## src/rtl/sent_tx_serial_sched.sv

```systemverilog
// SENT slow-channel scheduler: buffers one serial message, computes its CRC
// bit-serially, then drives the status-nibble bit2/bit3 values frame by frame.
module sent_tx_serial_sched #(
    parameter int SHORT_FRAMES = 16,
    parameter int ENH_FRAMES   = 18
) (
    input  logic        clk_tx,
    input  logic        reset_n_tx,
    input  logic [1:0]  mode_i,
    input  logic        config_bit_i,
    input  logic [7:0]  id_i,
    input  logic [15:0] data_i,
    input  logic        msg_valid_i,
    output logic        msg_ready_o,
    input  logic        abort_i,
    input  logic        frame_start_i,
    output logic        bit2_o,
    output logic        bit3_o,
    output logic [4:0]  frame_idx_o,
    output logic        busy_o,
    output logic        msg_done_o
);

    localparam logic [1:0] MODE_SHORT = 2'b01;
    localparam logic [1:0] MODE_ENH   = 2'b10;
    localparam logic [4:0] SHORT_LAST = 5'(SHORT_FRAMES - 1);
    localparam logic [4:0] ENH_LAST   = 5'(ENH_FRAMES - 1);
    localparam logic [3:0] CRC4_SEED  = 4'b0101;
    localparam logic [3:0] CRC4_POLY  = 4'b1101;
    localparam logic [5:0] CRC6_SEED  = 6'b010101;
    localparam logic [5:0] CRC6_POLY  = 6'b011001;
    localparam logic [4:0] CRC4_LAST  = 5'd15;
    localparam logic [4:0] CRC6_LAST  = 5'd29;

    typedef enum logic {IDLE, SEND} state_t;

    state_t      r_state;
    state_t      w_nextState;
    logic [4:0]  r_idx;
    logic        r_bit2;
    logic        r_bit3;
    logic        r_done;
    logic        r_readyEn;

    logic [1:0]  r_actMode;
    logic        r_actCfg;
    logic [7:0]  r_actId;
    logic [15:0] r_actData;
    logic [5:0]  r_actCrc;

    logic        r_pendValid;
    logic        r_pendRdy;
    logic        r_crcRun;
    logic [4:0]  r_crcCnt;
    logic [5:0]  r_crc;
    logic [1:0]  r_pendMode;
    logic        r_pendCfg;
    logic [7:0]  r_pendId;
    logic [15:0] r_pendData;

    logic        w_accept;
    logic [4:0]  w_lastIdx;
    logic        w_advance;
    logic        w_finish;
    logic        w_loadRule;
    logic        w_load;
    logic        w_crcIn;
    logic [5:0]  w_crcNext;
    logic [1:0]  w_nextBits;
    logic [4:0]  w_nextIdx;
    logic        w_nextDone;

    // Returns {bit3, bit2} for one frame of a message; crc is ignored where unused.
    function automatic logic [1:0] frameBits(
        input logic [1:0]  mode,
        input logic        cfg,
        input logic [7:0]  id,
        input logic [15:0] data,
        input logic [5:0]  crc,
        input logic [4:0]  idx
    );
        logic b2;
        logic b3;
        b2 = 1'b0;
        b3 = 1'b0;
        if (mode == MODE_SHORT) begin
            b3 = (idx == 5'd0);
            if (idx < 5'd4)
                b2 = id[3'(3 - int'(idx))];
            else if (idx < 5'd12)
                b2 = data[4'(11 - int'(idx))];
            else if (idx < 5'd16)
                b2 = crc[3'(15 - int'(idx))];
        end else begin
            if (idx < 5'd6) begin
                b3 = 1'b1;
                b2 = crc[3'(5 - int'(idx))];
            end else if (idx < 5'd18) begin
                b2 = data[4'(17 - int'(idx))];
                if (idx == 5'd7)
                    b3 = cfg;
                else if (idx >= 5'd8 && idx <= 5'd11)
                    b3 = cfg ? id[3'(11 - int'(idx))] : id[3'(15 - int'(idx))];
                else if (idx >= 5'd13 && idx <= 5'd16)
                    b3 = cfg ? data[4'(28 - int'(idx))] : id[3'(16 - int'(idx))];
            end
        end
        return {b3, b2};
    endfunction

    // Serial CRC input stream: short uses the bit2 payload, enhanced the bit2/bit3 pairs of frames 6..17.
    function automatic logic crcInBit(
        input logic [1:0]  mode,
        input logic        cfg,
        input logic [7:0]  id,
        input logic [15:0] data,
        input logic [4:0]  cnt
    );
        logic [1:0] bits;
        logic       b;
        b = 1'b0;
        if (mode == MODE_SHORT) begin
            bits = frameBits(mode, cfg, id, data, 6'd0, cnt);
            if (cnt < 5'd12)
                b = bits[0];
        end else begin
            bits = frameBits(mode, cfg, id, data, 6'd0, 5'd6 + {1'b0, cnt[4:1]});
            if (cnt < 5'd24)
                b = cnt[0] ? bits[1] : bits[0];
        end
        return b;
    endfunction

    assign w_accept    = msg_valid_i && msg_ready_o && !abort_i;
    assign msg_ready_o = r_readyEn && !r_pendValid && (mode_i == MODE_SHORT || mode_i == MODE_ENH);
    assign busy_o      = (r_state == SEND) || r_pendValid;
    assign bit2_o      = r_bit2;
    assign bit3_o      = r_bit3;
    assign frame_idx_o = r_idx;
    assign msg_done_o  = r_done;

    assign w_lastIdx  = (r_actMode == MODE_ENH) ? ENH_LAST : SHORT_LAST;
    assign w_advance  = frame_start_i && !abort_i && (r_state == SEND) && (r_idx < w_lastIdx);
    assign w_finish   = frame_start_i && !abort_i && (r_state == SEND) && (r_idx == w_lastIdx);
    assign w_loadRule = frame_start_i && !abort_i && !w_advance;
    assign w_load     = w_loadRule && r_pendRdy;

    // One LFSR step of the pending message's CRC, width chosen by its mode.
    always_comb begin
        w_crcIn   = crcInBit(r_pendMode, r_pendCfg, r_pendId, r_pendData, r_crcCnt);
        w_crcNext = 6'd0;
        if (r_pendMode == MODE_SHORT)
            w_crcNext = {2'b00, r_crc[2:0], w_crcIn} ^ (r_crc[3] ? {2'b00, CRC4_POLY} : 6'd0);
        else
            w_crcNext = {r_crc[4:0], w_crcIn} ^ (r_crc[5] ? CRC6_POLY : 6'd0);
    end

    // State register.
    always_ff @(posedge clk_tx or negedge reset_n_tx) begin
        if (!reset_n_tx)
            r_state <= IDLE;
        else
            r_state <= w_nextState;
    end

    // Next-state decision on each frame pulse; abort always wins.
    always_comb begin
        w_nextState = r_state;
        if (abort_i)
            w_nextState = IDLE;
        else if (w_advance)
            w_nextState = SEND;
        else if (w_loadRule)
            w_nextState = r_pendRdy ? SEND : IDLE;
    end

    // Next bits/index/done values presented after a frame pulse.
    always_comb begin
        w_nextBits = {r_bit3, r_bit2};
        w_nextIdx  = r_idx;
        w_nextDone = 1'b0;
        if (abort_i) begin
            w_nextBits = 2'b00;
            w_nextIdx  = 5'd0;
        end else if (w_advance) begin
            w_nextIdx  = r_idx + 5'd1;
            w_nextBits = frameBits(r_actMode, r_actCfg, r_actId, r_actData, r_actCrc, r_idx + 5'd1);
        end else if (w_loadRule) begin
            w_nextDone = w_finish;
            w_nextIdx  = 5'd0;
            w_nextBits = r_pendRdy ? frameBits(r_pendMode, r_pendCfg, r_pendId, r_pendData, r_crc, 5'd0)
                                   : 2'b00;
        end
    end

    // Registered outputs and the active message slot.
    always_ff @(posedge clk_tx or negedge reset_n_tx) begin
        if (!reset_n_tx) begin
            r_idx     <= 5'd0;
            r_bit2    <= 1'b0;
            r_bit3    <= 1'b0;
            r_done    <= 1'b0;
            r_readyEn <= 1'b0;
            r_actMode <= 2'b00;
            r_actCfg  <= 1'b0;
            r_actId   <= 8'd0;
            r_actData <= 16'd0;
            r_actCrc  <= 6'd0;
        end else begin
            r_readyEn <= 1'b1;
            r_idx     <= w_nextIdx;
            r_bit3    <= w_nextBits[1];
            r_bit2    <= w_nextBits[0];
            r_done    <= w_nextDone;
            if (w_load) begin
                r_actMode <= r_pendMode;
                r_actCfg  <= r_pendCfg;
                r_actId   <= r_pendId;
                r_actData <= r_pendData;
                r_actCrc  <= r_crc;
            end
        end
    end

    // Pending slot: capture on accept, run the CRC, free when moved to active.
    always_ff @(posedge clk_tx or negedge reset_n_tx) begin
        if (!reset_n_tx) begin
            r_pendValid <= 1'b0;
            r_pendRdy   <= 1'b0;
            r_crcRun    <= 1'b0;
            r_crcCnt    <= 5'd0;
            r_crc       <= 6'd0;
            r_pendMode  <= 2'b00;
            r_pendCfg   <= 1'b0;
            r_pendId    <= 8'd0;
            r_pendData  <= 16'd0;
        end else if (abort_i) begin
            r_pendValid <= 1'b0;
            r_pendRdy   <= 1'b0;
            r_crcRun    <= 1'b0;
        end else begin
            if (w_load) begin
                r_pendValid <= 1'b0;
                r_pendRdy   <= 1'b0;
            end
            if (w_accept) begin
                r_pendValid <= 1'b1;
                r_pendRdy   <= 1'b0;
                r_crcRun    <= 1'b1;
                r_crcCnt    <= 5'd0;
                r_crc       <= (mode_i == MODE_SHORT) ? {2'b00, CRC4_SEED} : CRC6_SEED;
                r_pendMode  <= mode_i;
                r_pendCfg   <= config_bit_i;
                r_pendId    <= id_i;
                r_pendData  <= data_i;
            end else if (r_crcRun) begin
                r_crc    <= w_crcNext;
                r_crcCnt <= r_crcCnt + 5'd1;
                if (r_crcCnt == ((r_pendMode == MODE_SHORT) ? CRC4_LAST : CRC6_LAST)) begin
                    r_crcRun  <= 1'b0;
                    r_pendRdy <= 1'b1;
                end
            end
        end
    end

endmodule

```

## config.mk

```make
export PLATFORM = sky130hd
export DESIGN_NAME = sent_tx_serial_sched
export DESIGN_NICKNAME = d
export VERILOG_FILES = /design/src/rtl/sent_tx_serial_sched.sv
export SDC_FILE = /design/constraint.sdc
export NUM_CORES = 1
export LEC_CHECK = 0
export ABC_AREA = 1
export CORE_MARGIN = 1.5
export CORE_UTILIZATION = 41
export CTS_BUF_LIST = sky130_fd_sc_hd__clkbuf_4 sky130_fd_sc_hd__clkbuf_8 sky130_fd_sc_hd__clkbuf_16
export CTS_CLUSTER_DIAMETER = 100
export DETAILED_ROUTE_END_ITERATION = 7
export GPL_ROUTABILITY_DRIVEN = 0
export PLACE_DENSITY_LB_ADDON = 0.05
export SLEW_MARGIN = 15
export SYNTH_ARGS = -nofsm -noshare
export SYNTH_HDL_FRONTEND = slang
export SYNTH_SLANG_ARGS = --single-unit
```

## constraint.sdc

```tcl
create_clock -name clk_tx -period 3.1 [get_ports clk_tx]
set_input_delay 0.62 -clock clk_tx [delete_from_list [all_inputs] [get_ports clk_tx]]
set_output_delay 0.62 -clock clk_tx [all_outputs]
set_load 0.01 [all_outputs]
```

Word level (Yosys, flattened, before mapping)
Memories as Yosys holds them, arrays and structs flattened.
Index checks and enable logic that the tools add are counted.
{ "classes": {"n_eq_ne": 9, "reduce_logical": 25, "n_addsub": 18, "order_cmp": 35, "bitwise": 3, "mux": 115} }
{ "op_table": {"columns": ["operator", "count"], "rows": [
  ["1-bit two-way mux", 82],
  ["3-bit by 5-bit < comparator with 1-bit output, second input constant", 10],
  ["5-bit two-way mux", 9],
  ["4-bit by 6-bit < comparator with 1-bit output, second input constant", 6],
  ["1-bit binary-select mux with 3-bit select", 10],
  ["1-bit binary-select mux with 4-bit select", 6],
  ["5-bit by 4-bit greater-or-equal comparator with 1-bit output, second input constant", 4],
  ["5-bit by 3-bit < comparator with 1-bit output, second input constant", 4],
  ["5-bit < comparator, second input constant", 4],
  ["6-bit two-way mux", 3],
  ["4-bit subtractor, first input constant", 4],
  ["1-bit logical AND", 14],
  ["3-bit subtractor, first input constant", 4],
  ["5-bit by 1-bit adder with 5-bit output, second input constant", 2],
  ["5-bit by 3-bit == test with 1-bit output, second input constant", 2],
  ["5-bit == test", 2],
  ["5-bit by 4-bit <= comparator with 1-bit output, second input constant", 2],
  ["5-bit <= comparator, second input constant", 2],
  ["5-bit by 4-bit < comparator with 1-bit output, second input constant", 2],
  ["2-bit by 3-bit subtractor with 3-bit output, first input constant", 3],
  ["2-bit two-way mux", 4],
  ["1-bit by 4-bit subtractor with 4-bit output, first input constant", 2],
  ["2-bit by 1-bit == test with 1-bit output, second input constant", 3],
  ["3-bit nonzero test", 2],
  ["other kinds (13)", 19]
]} }
{ "totals": {"word_cells": 226, "in_bits": 32, "reg_bits": 84, "mem_bits_ro": 8, "memories": 1} }
{ "memory_table": {"columns": ["name", "words", "width", "read_ports", "rd_clocked_by_memory_dff", "wr", "line", "source"], "rows": [
  ["(no name shown)", 8, 1, 1, 0, 0, "97", "b2 = crc[3'(5 - int'(idx))];"]
]} }

Depth between registers and ports, before layout
{ "depth": {"depth_word": 18, "depth_mapped": 21} }

Least setup slack after synthesis
No wires, ideal clock.
{ "synth_timing": {"kind": "flip-flop to flip-flop", "start": "register r_idx[0], in the netlist frame_idx_o[0]", "end": "register r_bit3, in the netlist bit3_o", "arrival_ns": 2.608, "stages_incl_launch_ff": 22, "t_required_ns": 2.984, "path_slack_ns": 0.375, "n_path_buf": 3, "synth_period_minus_slack_ns": 2.725, "path_cell_list": "dfrtp_1 buf_6 inv_4 buf_2 ha_1 inv_2 clkbuf_1 ha_1 inv_1 o21ai_2 xor2_2 inv_1 nand2_1 nand3_1 nand2_1 nand2_1 nand2_1 nand2_1 nand2_1 nand2_1 nand2_1 nand2_1"} }
{ "synth_between": {"elab_chain_cells": 14, "word_cells_on_any_way": 42, "classes_between": "5 x add/sub; 7 x order compare; 1 x eq/ne; 22 x mux; 7 x reduce/logical"} }
{ "synth_rtl": {"columns": ["item", "line", "source"], "rows": [
  ["start, declared", "39", "logic [4:0] r_idx;"],
  ["start signal, assigned", "211", "r_idx <= w_nextIdx;"],
  ["5-bit by 1-bit adder with 5-bit output", "187", "w_nextBits = frameBits(r_actMode, r_actCfg, r_actId, r_actData, r_actCrc, r_idx + 5'd1);"],
  ["4-bit subtractor or 1-bit by 3-bit subtractor with 3-bit output (tied branches)", "105", "b3 = cfg ? data[4'(28 - int'(idx))] : id[3'(16 - int'(idx))];"],
  ["1-bit binary-select mux with 4-bit select or 1-bit binary-select mux with 3-bit select (tied branches)", "105", null],
  ["1-bit two-way mux (implied by the code) (2 in a row)", "105", null],
  ["1-bit two-way mux", "105", null],
  ["1-bit two-way mux", "104", "else if (idx >= 5'd13 && idx <= 5'd16)"],
  ["1-bit two-way mux", "102", "else if (idx >= 5'd8 && idx <= 5'd11)"],
  ["1-bit two-way mux", "100", "if (idx == 5'd7)"],
  ["1-bit two-way mux", "98", "end else if (idx < 5'd18) begin"],
  ["1-bit two-way mux", "95", "if (idx < 5'd6) begin"],
  ["1-bit two-way mux", "86", "if (mode == MODE_SHORT) begin"],
  ["2-bit two-way mux", "185", "end else if (w_advance) begin"],
  ["2-bit two-way mux", "182", "if (abort_i) begin"],
  ["end signal, assigned", "212", "r_bit3 <= w_nextBits[1];"],
  ["end, declared", "41", "logic r_bit3;"]
]} }
Several ways; a longest one is shown, not always the timed one. The select of a mux whose other input is x is not followed.
A chain may end at the register's enable or synchronous reset.

Worst setup path after layout
{ "layout_timing": {"start": "input port mode_i[1]", "end": "output port msg_ready_o"} }
{ "layout_between": {"elab_chain_cells": 3, "word_cells_on_any_way": 4, "classes_between": "2 x eq/ne; 2 x reduce/logical"} }
{ "layout_rtl": {"columns": ["item", "line", "source"], "rows": [
  ["start, declared", "9", "input logic [1:0] mode_i,"],
  ["2-bit by 1-bit == test with 1-bit output or 2-bit == test (tied branches)", "135", "assign msg_ready_o = r_readyEn && !r_pendValid && (mode_i == MODE_SHORT || mode_i == MODE_ENH);"],
  ["1-bit logical OR (*)", "135", null],
  ["1-bit logical AND (*)", "135", null],
  ["end, declared", "14", "output logic msg_ready_o,"]
]} }
Mark *: on every way between the ends. The rest lies on a longest branch, timed or not.

==> results.json <==
{
  "critPathMaxFanout": 2,
  "grt_antenna_before_repair": 0,
  "initial_core_util_pct": 42.2,
  "status": "completed",
  "synth_area_per_cell_um2": 7.32,
  "timing.final.ws_setup_ps": 428,
  "clkSinkCount": 84,
  "area_delta_synth_final_pct": 16.0,
  "path_common_cell": "clkdlybuf4s50_1",
  "finalNonFillerCells": 948,
  "route.detailed.drc": 0,
  "synthFlopType": "dfrtp_1",
  "p_comb_share_pct": 42.6,
  "cap_violations": 0,
  "track_usage_pct": 22.1,
  "yosysTopAreaCell": "dfrtp_1",
  "hold_buffers": 0,
  "rows": 41,
  "leakage_nw": 2.99,
  "seqPwrFrac_pct": 33.6,
  "p_clk_share_pct": 23.8,
  "cts_tree": "built",
  "grt_pass1_vias": 4947,
  "drt-wirelength-per-cell_um": 15.2,
  "hpwl_um": 10600,
  "synth_edf_count": 0,
  "critPathCaptureType": "primary output",
  "post_cts_buffers": 0,
  "ant_nets": 0,
  "hold_viol": 0,
  "crit_buf_inv": 3,
  "synth_seq_cells": 84,
  "hp-class": "in2async",
  "port_buffers": 41,
  "clockBufferDepth": 2,
  "vias": 4931,
  "crit_family": "buffers and inverters",
  "tightest_slew_ps": 670,
  "setup.worst_path.class": "in2out",
  "fillers": 1333,
  "pre_cts_slack_ps": 361,
  "required_ps": 2480,
  "final_cell_mix": "214 x nand2_1, 92 x o21ai_0, 84 x dfrtp_1",
  "cpMaxStageDelayCell": "clkdlybuf4s50_1",
  "synth_seq_area_share_pct": 39.1,
  "core-area_mm2": 0.0127,
  "drive_gt1_share_pct": 6.70,
  "critPathArrivalTime_ps": 2050,
  "cts.clk_slew.worst_paths_ps": 70,
  "timing.fmax_ghz": 0.374,
  "skew_ps": 7.93,
  "swShare_pct": 42.3,
  "netlist_top_cells_area": "dfrtp_1 39%, nand2_1 15%, o21ai_0 8.6%",
  "cts_resized": 0,
  "die_x_um": 117,
  "synth_nets": 793,
  "design.die.area_mm2": 0.0138,
  "rsz0062_at_grt": "no",
  "placedCellCount": 932,
  "cts_buffers": 9,
  "tns_ps": 0,
  "grt_max_degree": 53,
  "clock_latency_ps": 350,
  "post-route-util_pct": 48.9,
  "relSlewSlack_pct": 55.4,
  "pin_count": 42,
  "period_share_pct": 86.2,
  "die-height_um": 117,
  "slowest_delay_ps": 550,
  "irDropWorstVdd_v": 0.000436,
  "final_net_count": 830,
  "finalSetupViolCount": 0,
  "whs_ps": 308,
  "grt.overflow.total": 0,
  "power_switching_w": 0.00187,
  "drt_pre_antenna_iters": 5,
  "ctsRootBufferMaster": "clkbuf_16",
  "power.density_mw_per_mm2": 709,
  "layout.cells.most_common": "nand2_1",
  "drtIter0Drc": 298,
  "syn_inst": 734,
  "grt_pass1_wl_um": 24600,
  "synth_top_cell_area_share_pct": 39.1,
  "ys_types": 50,
  "slew_viol_final": 0,
  "path_cells": "clkdlybuf4s50_1 -> inv_1 -> ha_1 -> nor2_1 -> clkdlybuf4s50_1",
  "htree_levels": 3,
  "syn_area_mm2": 0.00537,
  "yosys_warnings": 0,
  "vias_per_cell": 5.20,
  "start_kind": "input port",
  "antenna_cells": 0,
  "wl_um": 14400,
  "synthArstFlopShare_pct": 100,
  "fin_crit_ps": 2670,
  "internal_power_w": 0.00255
}
worst register-to-register path, cell delays in order (launching register included):
cell and delay (ps):
dfrtp_1 570, ha_1 290, nor2_1 90, nor2_4 280
inv_2 150, ha_1 220, nand2_1 60, nand2_1 50
nand2_1 60, nand3_1 120, and3_1 240, nand2_1 70
nand2_1 50, nand2_1 50, nand2_1 50, nand2_1 50
nand2_1 40, nand2_1 50, nand2_1 40
power by group through the flow:
stage,logic (W),registers [W],clock network (W)
2_1_floorplan,0.00140,0.00143,0
3_3_place_gp,0.00186,0.00150,0
3_5_place_dp,0.00187,0.00150,0
4_1_cts,0.00189,0.00148,0.00107
5_1_grt,0.00218,0.00151,0.00112
6_report,0.00188,0.00148,0.00105
sequential cells by signal, summed over array words and instances, names as in the netlist, 2 cells and up:
name,count
r_actData,16
r_crc,6
r_actId,8
r_pendId,8
r_pendMode,2
r_crcCnt,5
r_actMode,2
r_pendData,16
r_actCrc,6
frame_idx_o,5
Yosys cell counts, drive strengths merged (4+ instances only):
| cell | number |
|---|---|
| nand2 | 215 |
| o21ai | 101 |
| inv | 87 |
| dfrtp | 84 |
| nand3 | 47 |
| nor2 | 41 |
| a21oi | 32 |
| ha | 27 |
| buf | 21 |
| o211ai | 12 |
| o22ai | 12 |
| clkbuf | 8 |
| xor2 | 7 |
| nor3 | 6 |
| nand3b | 4 |
| nand4 | 4 |
layout make-up:
class	instances	area [µm²]	area share [%]
Clock buffer	10	239	3.84
Clock inverter	6	46.3	0.743
Inverter	90	342	5.49
Multi-Input combinational cell	531	2760	44.3
Sequential cell	84	2100	33.8
Tap cell	172	215	3.46
Timing Repair Buffer	55	526	8.44
through the flow:
| stage | instance area [µm²] | power (W) |
|---|---|---|
| after floorplan | 5370 | 0.00283 |
| after global placement | 5940 | 0.00336 |
| after detailed placement | 5940 | 0.00337 |
| after CTS | 6230 | 0.00444 |
| after global routing | 6230 | 0.00481 |
| final | 6230 | 0.00441 |
logic make-up (layout without fill, tap and decap cells):
kind of cell	Yosys count	in the layout	share of synthesized area (%)
flip-flops	84	84	39.1
multiplexers	1	1	0.186
buffers and inverters	119	161	9.51
other	1	1	0.0698
AND/OR/NAND/NOR	321	321	24.9
AO/OA/AOI/OAI	173	173	18.1
adder cells (fa/ha/maj)	27	27	6.29
XOR/XNOR	8	8	1.79
layer usage:
layer / vias up / part of all wire (%) / global-route usage (%)
met5: - / 0 / 0
met4: 0 / 1.5 / 6.10
met3: 14 / 3.6 / 3.84
met2: 109 / 47 / 36.4
met1: 2331 / 48 / 29.8
li1: 2477 / - / -
worst paths after layout:
kind	start	slack (ps)	endpoint	cells after the start
hold / removal	reset_n_tx	310	frame_idx_o[0]	1
hold reg to reg	r_actCrc[3]	490	r_actCrc[3]	2
max in group asynchronous	reset_n_tx	2140	r_actId[0]	2
setup / recovery	mode_i[1]	430	msg_ready_o	5
min in group clk_tx	r_actCrc[3]	490	r_actCrc[3]	2
setup reg to reg	frame_idx_o[0]	460	bit3_o	18
Power figures use the tool's default switching activity.
